`config.mk`:
```
export PLATFORM = sky130hd
export DESIGN_NAME = pipelined_shifter
export DESIGN_NICKNAME = d
export VERILOG_FILES = /design/src/rtl/pipelined_shifter.sv
export SDC_FILE = /design/constraint.sdc
export NUM_CORES = 1
export LEC_CHECK = 0
export ABC_CLOCK_PERIOD_IN_PS = 7000
export BUFFER_PORTS_ARGS = -buffer_cell sky130_fd_sc_hd__buf_2
export CORE_UTILIZATION = 30
export DETAILED_ROUTE_END_ITERATION = 6
export MAX_ROUTING_LAYER = met4
export PLACE_DENSITY_LB_ADDON = 0.15
export SKIP_LAST_GASP = 1
export SYNTH_ARGS = -nofsm -noshare
export SYNTH_HDL_FRONTEND = slang
export SYNTH_SLANG_ARGS = --single-unit
```
`constraint.sdc`:
```
create_clock -name clk -period 7 [get_ports clk]
set_input_delay 0.7 -clock clk [delete_from_list [all_inputs] [get_ports clk]]
set_output_delay 0.7 -clock clk [all_outputs]
set_load 0.05 [all_outputs]
```
`src/rtl/pipelined_shifter.sv`:
```
// Elastic, pipelined barrel shifter (SLL/SRL/SRA/ROR) with tag pass-through and flush.
// Shift level i is evaluated in register stage floor(i*PIPE/SHW).
module pipelined_shifter #(
    parameter  int unsigned WIDTH = 32,
    parameter  int unsigned PIPE  = 2,
    parameter  int unsigned TAG_W = 5,
    localparam int unsigned SHW   = $clog2(WIDTH)
) (
    input  logic             clk,
    input  logic             rst_n,
    input  logic             flush,
    input  logic             in_valid,
    output logic             in_ready,
    input  logic [WIDTH-1:0] in_data,
    input  logic [SHW-1:0]   in_shamt,
    input  logic [1:0]       in_mode,
    input  logic [TAG_W-1:0] in_tag,
    output logic             out_valid,
    input  logic             out_ready,
    output logic [WIDTH-1:0] out_data,
    output logic [TAG_W-1:0] out_tag,
    output logic             out_zero
);

    localparam logic [1:0] MODE_SLL = 2'b00;
    localparam logic [1:0] MODE_SRL = 2'b01;
    localparam logic [1:0] MODE_SRA = 2'b10;

    logic [WIDTH-1:0] r_data  [PIPE];
    logic [SHW-1:0]   r_shamt [PIPE];
    logic [1:0]       r_mode  [PIPE];
    logic [TAG_W-1:0] r_tag   [PIPE];
    logic             r_sign  [PIPE];
    logic [PIPE-1:0]  r_valid;

    logic [WIDTH-1:0] w_din   [PIPE];
    logic [WIDTH-1:0] w_dout  [PIPE];
    logic [SHW-1:0]   w_sh_in [PIPE];
    logic [1:0]       w_md_in [PIPE];
    logic [TAG_W-1:0] w_tg_in [PIPE];
    logic             w_sg_in [PIPE];
    logic [PIPE-1:0]  w_adv;
    logic [PIPE-1:0]  w_load;

    // Apply only the shift levels owned by stage stg; SRA fills with the carried sign.
    function automatic logic [WIDTH-1:0] shift_levels(
        input logic [WIDTH-1:0] d,
        input logic [SHW-1:0]   sh,
        input logic [1:0]       mode,
        input logic             sign,
        input int unsigned      stg
    );
        logic [WIDTH-1:0] v;
        int unsigned      amt;
        v = d;
        for (int unsigned i = 0; i < SHW; i++) begin
            amt = 32'(1) << i;
            if ((((i * PIPE) / SHW) == stg) && sh[i]) begin
                case (mode)
                    MODE_SLL: v = v << amt;
                    MODE_SRL: v = v >> amt;
                    MODE_SRA: v = (v >> amt) | (sign ? ~({WIDTH{1'b1}} >> amt) : '0);
                    default:  v = (v >> amt) | (v << (WIDTH - amt));
                endcase
            end
        end
        return v;
    endfunction

    // Advance chain resolves from the output back towards the input.
    always_comb begin
        w_adv = '0;
        w_adv[PIPE-1] = r_valid[PIPE-1] & out_ready;
        for (int k = int'(PIPE) - 2; k >= 0; k--) begin
            w_adv[k] = r_valid[k] & (~r_valid[k+1] | w_adv[k+1]);
        end
    end

    assign in_ready = ~r_valid[0] | w_adv[0];

    for (genvar g = 0; g < PIPE; g++) begin : g_stage
        if (g == 0) begin : g_first
            assign w_din[g]   = in_data;
            assign w_sh_in[g] = in_shamt;
            assign w_md_in[g] = in_mode;
            assign w_tg_in[g] = in_tag;
            assign w_sg_in[g] = in_data[WIDTH-1];
            assign w_load[g]  = in_valid & in_ready;
        end else begin : g_next
            assign w_din[g]   = r_data[g-1];
            assign w_sh_in[g] = r_shamt[g-1];
            assign w_md_in[g] = r_mode[g-1];
            assign w_tg_in[g] = r_tag[g-1];
            assign w_sg_in[g] = r_sign[g-1];
            assign w_load[g]  = w_adv[g-1];
        end
        assign w_dout[g] = shift_levels(w_din[g], w_sh_in[g], w_md_in[g], w_sg_in[g], g);
    end

    // Reset beats flush, flush beats advance; payload only moves on load so stalls hold.
    always_ff @(posedge clk) begin
        if (!rst_n) begin
            r_valid <= '0;
            for (int unsigned k = 0; k < PIPE; k++) begin
                r_data[k]  <= '0;
                r_shamt[k] <= '0;
                r_mode[k]  <= '0;
                r_tag[k]   <= '0;
                r_sign[k]  <= 1'b0;
            end
        end else begin
            for (int unsigned k = 0; k < PIPE; k++) begin
                if (flush) begin
                    r_valid[k] <= 1'b0;
                end else if (w_load[k]) begin
                    r_valid[k] <= 1'b1;
                end else if (w_adv[k]) begin
                    r_valid[k] <= 1'b0;
                end
                if (w_load[k]) begin
                    r_data[k]  <= w_dout[k];
                    r_shamt[k] <= w_sh_in[k];
                    r_mode[k]  <= w_md_in[k];
                    r_tag[k]   <= w_tg_in[k];
                    r_sign[k]  <= w_sg_in[k];
                end
            end
        end
    end

    assign out_valid = r_valid[PIPE-1];
    assign out_data  = r_data[PIPE-1];
    assign out_tag   = r_tag[PIPE-1];
    assign out_zero  = r_valid[PIPE-1] & (r_data[PIPE-1] == '0);

endmodule

```
# After elaboration in Yosys (flattened, before gate mapping)
# Memory sizes are Yosys's and may differ from the RTL's.
# Cells that the tools add are included.
# W data, S select, Z words.
totals:
  register_bits: 2
  output_inout_bits: 40
  memories: 5
  input_bits: 49
  ram_bits: 90
  elab_cells: 82
classes:
  muxes: 36
  eq_ne: 4
  reduce_logical: 6
  bitwise: 29
memory_table:
  columns: ["name", "depth", "width", "rd", "rd_clocked_by_memory_dff", "wr", "line_no", "text"]
  rows:
  - ["r_data", 2, 32, 2, 0, 2, "29", "logic [WIDTH-1:0] r_data [PIPE];"]
  - ["r_shamt", 2, 5, 1, 0, 2, "30", "logic [SHW-1:0] r_shamt [PIPE];"]
  - ["r_tag", 2, 5, 2, 0, 2, "32", "logic [TAG_W-1:0] r_tag [PIPE];"]
  - ["r_mode", 2, 2, 1, 0, 2, "31", "logic [1:0] r_mode [PIPE];"]
  - ["r_sign", 2, 1, 1, 0, 2, "33", "logic r_sign [PIPE];"]
ops:
  columns: ["op", "count"]
  rows:
  - ["$pmux W32 S3", 5]
  - ["$mux W32", 12]
  - ["$or A16 B32 Y32", 2]
  - ["$or A24 B32 Y32", 2]
  - ["$or A28 B32 Y32", 2]
  - ["$or A30 B32 Y32", 2]
  - ["$or A31 B32 Y32", 2]
  - ["$logic_not A32 Y1", 1]
  - ["$mux W5", 4]
  - ["$mux W1", 13]
  - ["$or A1 B1 Y1", 12]
  - ["$and A1 B1 Y1", 4]
  - ["$eq A2 B1 Y1 const B", 2]
  - ["$eq A2 B2 Y1 const B", 2]
  - ["$logic_not A2 Y1", 2]
  - ["$mux W2", 2]
  - ["$reduce_bool A2 Y1", 2]
  - ["$not A1 Y1", 3]
  - ["$reduce_or A2 Y1", 1]

# Longest topological paths before layout
# Gate-level depths: netlist (run 1).
depth:
  depth_word: 11
  ltp_mapped: 8
  depth_no_buf: 5

# Worst setup path before layout (run 1)
# OpenSTA, ideal clock, no wires.
synth_path:
  kind: "input to register"
  start: "in out_ready"
  end: "mem r_data[0][0] (enable)"
  required_ns: 6.600
  setup_slack_ns: 3.923
  stages: 5
  arrival_time_ns: 2.677
  setup_ns: 0.400
  path_buffers: 2
  path_cell_list: "nand3b_1 -> clkbuf_1 -> clkbuf_1 -> nand2_1 -> nand2_1"
synth_lines:
  columns: ["item", "line_no", "text"]
  rows:
  - ["start, declared", "19", "input logic out_ready,"]
  - ["end, declared", "29", null]

==> impl_metrics.csv, run 1 <==
group,metric,value,unit
status,status,"completed",
run,cap_viol_max_count,0,
die,start_util,30.7,%
clocking,cts_made_buffers,9,
global_route,grt.total_usage,22.4,%
die,placement_rows,56,
critical_path,cp.required,7.11,ns
routing,dr_wl_met2,12500,um
global_route,grt-ovfl-total,0,
sta,tightest_slew,1.19,ns
clocking,h-tree-depth,3,
logic_synthesis,synthTopCellsByCount,"nand2_1, nor2_1, edfxtp_1",
routing,drtIter0Drc,654,
sta,rsz0062_at_grt,"false",
critical_path,startpoint_type,"input port",
routing,dr_total_vias,7048,
hold_path,min_path_type,"flop to flop",
routing,via_per_inst,5.86,
cells_and_area,nets,927,
critical_path,endpoint_kind,"flop",
clocking,cts_root_buffer,"clkbuf_16",
sta,fmax,0.309,GHz
clocking,clock_latency,0.34,ns
logic_synthesis,synthCells,887,
logic_synthesis,synth_cell_types,69,
sta,fin_crit_sh,46.2,%
logic_synthesis,yosysMostFrequentCell,"nand2_1",
critical_path,cp_slowest_cell,"buf_4",
critical_path,arrival,3.34,ns
die,die_x,157,um
die,die_y,157,um
logic_synthesis,ys_ff_latch,81,
placement,hpwl,19200,um
cells_and_area,regArea,2410,um2
critical_path,timing.critical_path.cells,"buf_4, buf_4, nand2_1, a21oi_1, nor4_1, a211oi_1",
clocking,holdBufCountCts,0,
power,peakVddDrop,0.140,mV
cells_and_area,areaGrowthSynthToFinish,7.51,%
sta,slew_headroom,19.9,%
critical_path,crit_fanout,76,
sta,final.setup.tns,0,ns
critical_path,critPathBufInv,2,
logic_synthesis,ys_seq_area_share,33.3,%
critical_path,crit_top_cell,"buf_4",
logic_synthesis,synth_edf_count,79,
logic_synthesis,postSynthAreaPerCell,8.17,um2
logic_synthesis,yosysTopAreaCellShare,32.7,%
logic_synthesis,synthesis.nets,936,
clocking,clk_pin_slew_worst_paths,0.07,ns
cells_and_area,drive_gt1_share,16.6,%
cells_and_area,fill_cells,2537,
sta,fin_crit,3.23,ns
die,die_area,24800,um2
placement,io_buffer_count,88,
placement,place.gp.congestion,0.896,
critical_path,critPathTopFamily,"buffers and inverters",
critical_path,critPathKind,"input port to flop",
clocking,cts_sinks,81,
placement,dp_cells,1186,
logic_synthesis,yosysWarnings,0,
die,ios,89,
global_route,antenna_found_initial,0,
cells_and_area,diodes,0,
routing,firstDrtPassIters,5,
logic_synthesis,synthTopCellsByArea,"edfxtp_1, nand2_1, buf_4",
routing,topRoutingLayerUsed,"met4",
clocking,postCtsSetupRepairBufs,0,
routing,drt-met1-wl,12100,um
die,core_area,23600,um2
routing,met3_length,1460,um
cells_and_area,multiInputGateArea,4090,um2
critical_path,r2r_slack,4.31,ns
power,power.density,202,nW/um2
logic_synthesis,yosysTopAreaCell,"edfxtp_1",
routing,post-route-drc-count,0,
sta,finalHoldViolations,0,
global_route,grt_max_degree,77,
clocking,clk_path_buf_depth,2,
clocking,cts_tree,"built",
routing,drt-total-wl,26700,um
routing,postRouteAntennaNets,0,
logic_synthesis,synth_area,7250,um2
sta,final_max_slew_viol_count,0,
routing,wire_per_inst,22.2,um
sta,setup_viol,0,
global_route,grt_pass1_wl,40400,um
logic_synthesis,yosys_most_used_dff,"edfxtp_1",
global_route,grt_pass1_vias,6465,
clocking,cts_resized,0,
cells_and_area,stdcell_count,1202,
sta,finClkSkew,0.0112,ns
power,power_leakage,2.88,nW
logic_synthesis,async_reset_ff_share,0,%
critical_path,cpPeakStageDelay,0.77,ns
final cells by class:
class,count,share of cell area (%)
Multi-Input combinational cell,675,52.5
Tap cell,319,5.12
Clock inverter,6,1.17
Clock buffer,10,2.94
Sequential cell,81,31.0
Inverter,12,0.578
Timing Repair Buffer,99,6.74
state kept, by name, indices dropped and copies added (netlist names):
register and count:
r_data 64, r_mode 2, r_shamt 2, r_sign 1
r_tag 10, r_valid 2
final timing paths:
check                                              endpoint                       start  depth (start not counted)
worst max-delay path            r_data[0][15]$_SDFFCE_PN0P_                 in_shamt[0]                          6
worst min-delay path                r_valid[1]$_SDFFE_PP0P_     r_valid[0]$_SDFFE_PP0P_                          2
worst max register to register  r_data[0][49]$_SDFFCE_PN0P_  r_mode[0][0]$_SDFFCE_PN0P_                          4
worst min register to register      r_valid[1]$_SDFFE_PP0P_     r_valid[0]$_SDFFE_PP0P_                          2
through the flow:
stage	worst slack (ns)	hold slack (ns)	utilization, %	instance area (um2)	total power (W)
2_1_floorplan	3.92	0.475	-	7250	0.000950
3_3_place_gp	3.40	0.506	31.7	7470	0.00107
3_5_place_dp	3.51	0.516	31.7	7470	0.00106
4_1_cts	3.87	0.523	33.0	7790	0.00158
5_1_grt	3.54	0.557	33.0	7790	0.00164
6_report	3.77	0.520	33.0	7790	0.00158
where the power goes:
part           total (W)  internal, W  switching, W  leakage (nW)
logic           0.000448     0.000132      0.000316          1.88
registers       0.000614     0.000580     0.0000336         0.863
clock network   0.000515     0.000314      0.000201         0.145
total            0.00158      0.00103      0.000551          2.88
worst reg2reg max path, delay by kind of cell (launching register included):
kind / cells / cell delay (ns)
AO/OA/AOI/OAI: 2 / 1.36
flip-flops: 1 / 0.59
AND/OR/NAND/NOR: 2 / 0.60
kinds of logic (layout without fill, tap and decap cells):
group                  Yosys count  in the layout  share of synthesized area (%)
AO/OA/AOI/OAI                  306            306                           28.4
buffers and inverters          131            127                           10.3
AND/OR/NAND/NOR                333            333                           20.7
XOR/XNOR                         1              1                          0.121
multiplexers                    35             35                           7.15
flip-flops                      81             81                           33.3
placed cells by master, fill, tap and decap left out, types with 6 or more instances in the layout:
master,count
nor4_1,10
buf_4,12
a31oi_1,41
a311oi_1,15
mux2i_1,18
nor2b_1,12
buf_2,87
edfxtp_1,79
mux4_2,13
and3_1,19
nor3_1,6
a211oi_1,25
inv_1,11
and2_1,9
nor2_1,81
clkbuf_16,9
o22ai_1,12
a21boi_0,6
o21ai_0,59
o2bb2ai_1,6
a221o_1,8
nand2b_1,6
a21oi_1,66
nand2_1,152
nand3_1,15
o211ai_1,7
metal layers:
| layer | vias up | global-route usage (%) |
|---|---|---|
| li1 | 3297 | - |
| met1 | 3382 | 29.8 |
| met2 | 329 | 35.4 |
| met3 | 40 | 2.48 |
| met4 | 0 | 7.49 |
| met5 | - | - |
No activity file was read; power rests on OpenSTA's default activity.
==> run 2, diff against run 1 <==
- ABC_CLOCK_PERIOD_IN_PS: 7000 -> 3300
- clock period: 7 -> 3.3 ns (I/O delays scaled with it)
==> run 2 against run 1 <==
  * Utilization is 0.75 points higher
  * Final cell count is 1.5% higher
  * First-iteration DRC count is 13% lower
  * Power is 110% higher
  * Via count is 2.6% higher
  * Non-clock buffer count is 18 higher
  * Clock power is 110% higher
  * Global-route usage is 0.16 points higher
  * Combinational power is 120% higher
  * Register-to-register slack worse by 3.3 ns
  * Worst hold slack worse by 0.28 ns
  * Critical path depth is 1 lower
==> impl_metrics.csv, run 2 (synthesized netlist as in run 1, its figures left out) <==
group,metric,value,unit
cells_and_area,regArea,2410,um2
global_route,grt.total_usage,22.6,%
hold_path,hold_start,"in_valid",
placement,io_buffer_count,88,
sta,fmax,0.434,GHz
cells_and_area,reg_top3,"r_data x64, r_tag x10",
routing,post-route-drc-count,0,
critical_path,arrival,2.40,ns
clocking,clk_path_buf_depth,2,
sta,finalHoldViolations,0,
critical_path,cpPeakStageDelay,0.49,ns
cells_and_area,multiInputGateArea,4090,um2
sta,fin_crit_sh,69.8,%
cells_and_area,largest_register_ffs,64,
critical_path,crit_fanout,18,
cells_and_area,nets,945,
routing,drt-total-wl,26800,um
critical_path,r2r_cells,5,
critical_path,endpoint_kind,"flop",
critical_path,startpoint_type,"flop",
sta,finClkSkew,0.00829,ns
routing,met3_length,1700,um
clocking,postCtsSetupRepairBufs,0,
clocking,clk_pin_slew_worst_paths,0.06,ns
critical_path,r2r-start,"r_valid[0]$_SDFFE_PP0P_",
cells_and_area,drive_gt1_share,18.3,%
clocking,cts_made_buffers,9,
die,start_util,30.7,%
placement,hpwl,19700,um
critical_path,cp.depth,5,
routing,dr_wl_met2,12700,um
clocking,cts_resized,0,
die,placement_rows,56,
power,peakVddDrop,0.262,mV
power,power.density,418,nW/um2
clocking,holdBufCountCts,0,
sta,final.setup.tns,0,ns
routing,drt-met1-wl,11500,um
run,cap_viol_max_count,0,
critical_path,critPathLaunch,"r_valid[0]$_SDFFE_PP0P_",
cells_and_area,layout_commonest_cell,"nand2_1",
sta,rsz0062_at_grt,"false",
status,status,"completed",
clocking,h-tree-depth,3,
routing,drtIter0Drc,567,
global_route,grt_pass1_wl,40900,um
die,core_area,23600,um2
power,power_leakage,3.00,nW
critical_path,timing.critical_path.cells,"o21a_1, and2_1, nand3_1, buf_4, o311ai_1",
cells_and_area,areaGrowthSynthToFinish,9.96,%
die,die_x,157,um
clocking,cts_root_buffer,"clkbuf_16",
die,ios,89,
critical_path,critPathKind,"flop to flop",
placement,place.gp.congestion,0.913,
cells_and_area,diodes,0,
sta,setup_viol,0,
clocking,clock_latency,0.34,ns
global_route,grt_max_degree,73,
routing,postRouteAntennaNets,0,
hold_path,min_path_type,"input port to flop",
cells_and_area,top_register,"r_data",
hold_path,whs_path_depth,3,
routing,topRoutingLayerUsed,"met4",
critical_path,critPathTopFamily,"compound AO/OA/AOI/OAI gates",
critical_path,cp_slowest_cell,"o21a_1",
critical_path,critPathBufInv,1,
critical_path,cp.required,3.40,ns
routing,dr_total_vias,7234,
routing,via_per_inst,5.93,
sta,fin_crit,2.30,ns
sta,final_max_slew_viol_count,0,
global_route,antenna_found_initial,0,
clocking,cts_tree,"built",
sta,tightest_slew,0.640,ns
sta,slew_headroom,56.9,%
routing,firstDrtPassIters,6,
clocking,cts_sinks,81,
global_route,grt_pass1_vias,6652,
die,die_y,157,um
cells_and_area,fill_cells,2502,
die,die_area,24800,um2
global_route,grt-ovfl-total,0,
cells_and_area,mostFrequentLayoutCells,"nand2_1, buf_2, nor2_1",
power,power,0.00334,W
routing,wire_per_inst,21.9,um
==> run 2: cell count changes in the layout (fill, tap and decap cells not counted) <==
cell        previous run  this run
clkinv_2               0         3
clkinvlp_4             3         0
buf_4                 12        26
buf_12                 0         4
inv_6                  1         0
clkinv_4               0         1
==> run 2: per-layer routing <==
metal / global-route usage [%] / vias up
met3: 2.48 / 54
li1: - / 3332
met1: 29.1 / 3464
met4: 8.14 / 0
met5: - / -
met2: 36.5 / 384
==> run 2: path summary, 6_finish.rpt <==
path	to	slack (ns)
min	r_valid[0]$_SDFFE_PP0P_	0.24
min reg2reg	r_valid[1]$_SDFFE_PP0P_	0.52
max reg2reg	r_data[0][22]$_SDFFCE_PN0P_	1.0
max	r_data[0][22]$_SDFFCE_PN0P_	1.0
==> run 2: stage by stage <==
| stage | util (%) | hold slack [ns] | cell area [um2] | setup WS [ns] | instances |
|---|---|---|---|---|---|
| finish | 33.8 | 0.245 | 7970 | 0.998 | 1220 |
| global route | 33.8 | 0.273 | 7970 | 0.829 | 1220 |
| CTS | 33.8 | 0.227 | 7970 | 1.02 | 1220 |
| detailed placement | 32.4 | 0.508 | 7660 | 0.878 | 1204 |
| global placement | 32.4 | 0.508 | 7660 | 0.876 | 1204 |
| floorplan | - | 0.457 | 7250 | 0.365 | 887 |
==> run 2: cell type report <==
| type | count | area share [%] |
|---|---|---|
| Clock buffer | 10 | 2.87 |
| Multi-Input combinational cell | 675 | 51.3 |
| Tap cell | 319 | 5.01 |
| Sequential cell | 81 | 30.3 |
| Timing Repair Buffer | 117 | 8.92 |
| Inverter | 12 | 0.565 |
| Clock inverter | 6 | 1.05 |
==> run 2: where the power goes <==
| group | leakage (nW) | internal [W] | switching [W] |
|---|---|---|---|
| combinational | 1.98 | 0.000300 | 0.000675 |
| sequential | 0.863 | 0.00123 | 0.0000710 |
| clock | 0.156 | 0.000660 | 0.000400 |
| total | 3.00 | 0.00219 | 0.00115 |
==> run 2: worst reg2reg max path, stage by stage (launching register included) <==
cell and delay (ns):
dfxtp_1 0.37, o21a_1 0.49, and2_1 0.45, nand3_1 0.12, buf_4 0.19, o311ai_1 0.44
==> run 3, diff against run 2 <==
- ABC_AREA: not set -> 1
- ABC_CLOCK_PERIOD_IN_PS: 3300 -> 2100
- clock period: 3.3 -> 2.1 ns (I/O delays scaled with it)
==> run 3 against run 2 <==
  * Clock skew grew 0.0050 ns
  * Global-route usage shrank 2.7 points
  * Die area shrank 11%
  * Worst hold slack lost 0.12 ns
  * Register-to-register slack lost 0.76 ns
  * Area after synthesis shrank 11%
  * Final cell count grew 0.66%
  * Critical path depth shrank 1
  * Combinational power grew 38%
  * Design area shrank 8.6%
  * Critical path type is now flop to output port
  * Critical endpoint is now out_zero
  * Largest cell class unchanged
  * Largest power group unchanged
  * Highest routed layer unchanged
==> impl_metrics.csv, run 3 <==
group,metric,value,unit
logic_synthesis,yosys_most_used_dff,"edfxtp_1",
global_route,grt_pass1_wl,32800,um
die,ios,89,
logic_synthesis,synth_edf_count,79,
run,cap_viol_max_count,0,
logic_synthesis,yosysTopAreaCellShare,36.8,%
placement,hpwl,15900,um
cells_and_area,reg_top3,"r_data x64, r_tag x10",
clocking,h-tree-depth,3,
clocking,cts_tree,"built",
placement,place.gp.congestion,0.923,
cells_and_area,largest_register_ffs,64,
sta,final_max_slew_viol_count,0,
clocking,cts_root_buffer,"clkbuf_16",
sta,slew_headroom,21.1,%
cells_and_area,mostFrequentLayoutCells,"nand2_1, nand3_1, inv_1",
status,status,"completed",
logic_synthesis,postSynthAreaPerCell,7.12,um2
power,power.density,667,nW/um2
critical_path,arrival,1.74,ns
die,die_x,149,um
routing,dr_total_vias,6360,
global_route,antenna_found_initial,0,
clocking,clk_pin_slew_worst_paths,0.07,ns
routing,firstDrtPassIters,5,
critical_path,startpoint_type,"flop",
die,core_area,21000,um2
sta,fmax,0.512,GHz
logic_synthesis,synth_area,6440,um2
die,start_util,30.7,%
clocking,cts_sinks,81,
placement,placed_area,7000,um2
cells_and_area,stdcell_count,1228,
critical_path,endpoint_kind,"output port",
logic_synthesis,synth_cell_types,39,
sta,setup_viol,0,
routing,drt-total-wl,20600,um
sta,finClkSkew,0.0133,ns
cells_and_area,top_register,"r_data",
logic_synthesis,synth.mux.area_fraction,0,%
logic_synthesis,synthesis.nets,954,
global_route,grt-ovfl-total,0,
routing,wire_per_inst,16.8,um
clocking,cts_made_buffers,9,
logic_synthesis,yosysWarnings,0,
critical_path,crit_fanout,2,
logic_synthesis,synthTopCellsByArea,"edfxtp_1, nand2_1, nand3_1",
die,die_y,149,um
cells_and_area,drive_gt1_share,17.0,%
critical_path,critPathKind,"flop to output port",
cells_and_area,postLayoutCellArea,7290,um2
die,placement_rows,53,
routing,drtIter0Drc,579,
routing,postRouteAntennaNets,0,
sta,fin_crit,1.95,ns
sta,finalHoldViolations,0,
logic_synthesis,synth_top_family_by_area,"simple AND/OR/NAND/NOR gates",
routing,via_per_inst,5.18,
cells_and_area,diodes,0,
logic_synthesis,async_reset_ff_share,0,%
logic_synthesis,yosysTopAreaCell,"edfxtp_1",
logic_synthesis,synthSimpleGateAreaFrac,32.8,%
logic_synthesis,synthXorXnorAreaFrac,0,%
clocking,clk_path_buf_depth,2,
placement,io_buffer_count,88,
logic_synthesis,ys_seq_area_share,37.4,%
routing,post-route-drc-count,0,
sta,fin_crit_sh,93.0,%
clocking,clock_latency,0.35,ns
global_route,grt_max_degree,43,
placement,dp_cells,1212,
sta,rsz0062_at_grt,"false",
clocking,holdBufCountCts,0,
sta,final.setup.tns,0,ns
logic_synthesis,synth_fa_ha_area_share,0,%
power,power_leakage,3.29,nW
power,power,0.00486,W
power,peakVddDrop,0.319,mV
cells_and_area,areaGrowthSynthToFinish,13.1,%
logic_synthesis,yosysMostFrequentCell,"nand2_1",
logic_synthesis,synth-compound-area-share,14.7,%
cells_and_area,nets,997,
logic_synthesis,synthTopCellsByCount,"nand2_1, nand3_1, inv_1",
global_route,grt.total_usage,19.9,%
sta,tightest_slew,1.18,ns
cells_and_area,final_core_util,34.7,%
die,die_area,22100,um2
cells_and_area,layout_commonest_cell,"nand2_1",
global_route,grt_pass1_vias,5956,
logic_synthesis,synthCells,905,
critical_path,cp.required,1.89,ns
logic_synthesis,ys_ff_latch,81,
hold_path,min_path_type,"input port to flop",
-- run 3: changes by cell type after synthesis, moves of 13 or more --
cell,change
nor2_1,-46
buf_2,-14
nand4_1,+45
and3_1,-18
nand3_1,+127
mux2i_1,-18
a311oi_1,-15
nand2_1,+53
mux4_2,-13
a211oi_1,-25
inv_1,+95
a31oi_1,-38
clkbuf_1,-15
-- run 3: routing by layer --
metal	routed length [um]	part of all wire, %	vias to the layer above	global-route usage [%]
li1	-	-	3173	-
met1	9540	46	2921	26.5
met2	9690	47	235	30.9
met3	937	4.6	31	2.88
met4	404	2.0	0	6.39
met5	0	0	-	-
-- run 3: cell families after synthesis --
kind of cell | count (synthesis)
compound gates | 166
buf+inv | 199
flops | 81
simple gates | 459
-- run 3: cell type report --
| type | count | area [um2] |
|---|---|---|
| Tap cell | 275 | 344 |
| Clock inverter | 7 | 58.8 |
| Fill cell | 2274 | 13700 |
| Inverter | 111 | 417 |
| Multi-Input combinational cell | 625 | 3090 |
| Clock buffer | 9 | 225 |
| Sequential cell | 81 | 2410 |
| Timing Repair Buffer | 120 | 746 |
-- run 3: critical path: stages, from the launching register on --
cell and delay [ns]:
edfxtp_1 0.41, nor4_1 0.39, nand2_1 0.11, nor4b_2 0.26, buf_4 0.23
-- run 3: report_power, final --
| group | internal (W) | switching, W | total [W] | leakage [nW] |
|---|---|---|---|---|
| logic | 0.000390 | 0.000962 | 0.00135 | 2.29 |
| registers | 0.00193 | 0.0000831 | 0.00201 | 0.864 |
| clock network | 0.000821 | 0.000680 | 0.00150 | 0.139 |
-- run 3: stage by stage --
| step | hold WS [ns] | worst slack (ns) |
|---|---|---|
| 3_5_place_dp | 0.479 | 0.0709 |
| 6_report | 0.125 | 0.146 |
| 3_3_place_gp | 0.479 | 0.0647 |
| 4_1_cts | 0.0972 | 0.0506 |
| 2_1_floorplan | 0.356 | 0.0222 |
| 5_1_grt | 0.144 | 0.0182 |
-- run 3: what timing repair did --
action	in CTS	in global routing
setup endpoints to repair	0	1
setup buffers	0	0
resized for setup	0	2
-- run 3: final timing paths --
kind / start / to / slack (ns) / cells after the start
setup reg to reg: r_mode[0][0]$_SDFFCE_PN0P_ / r_data[0][49]$_SDFFCE_PN0P_ / 0.24 / 6
hold / removal: flush / r_valid[0]$_SDFFE_PP0P_ / 0.13 / 4
setup / recovery: r_data[0][48]$_SDFFCE_PN0P_ / out_zero / 0.15 / 4
hold reg to reg: r_tag[0][4]$_SDFFCE_PN0P_ / r_tag[0][9]$_SDFFCE_PN0P_ / 0.55 / 2
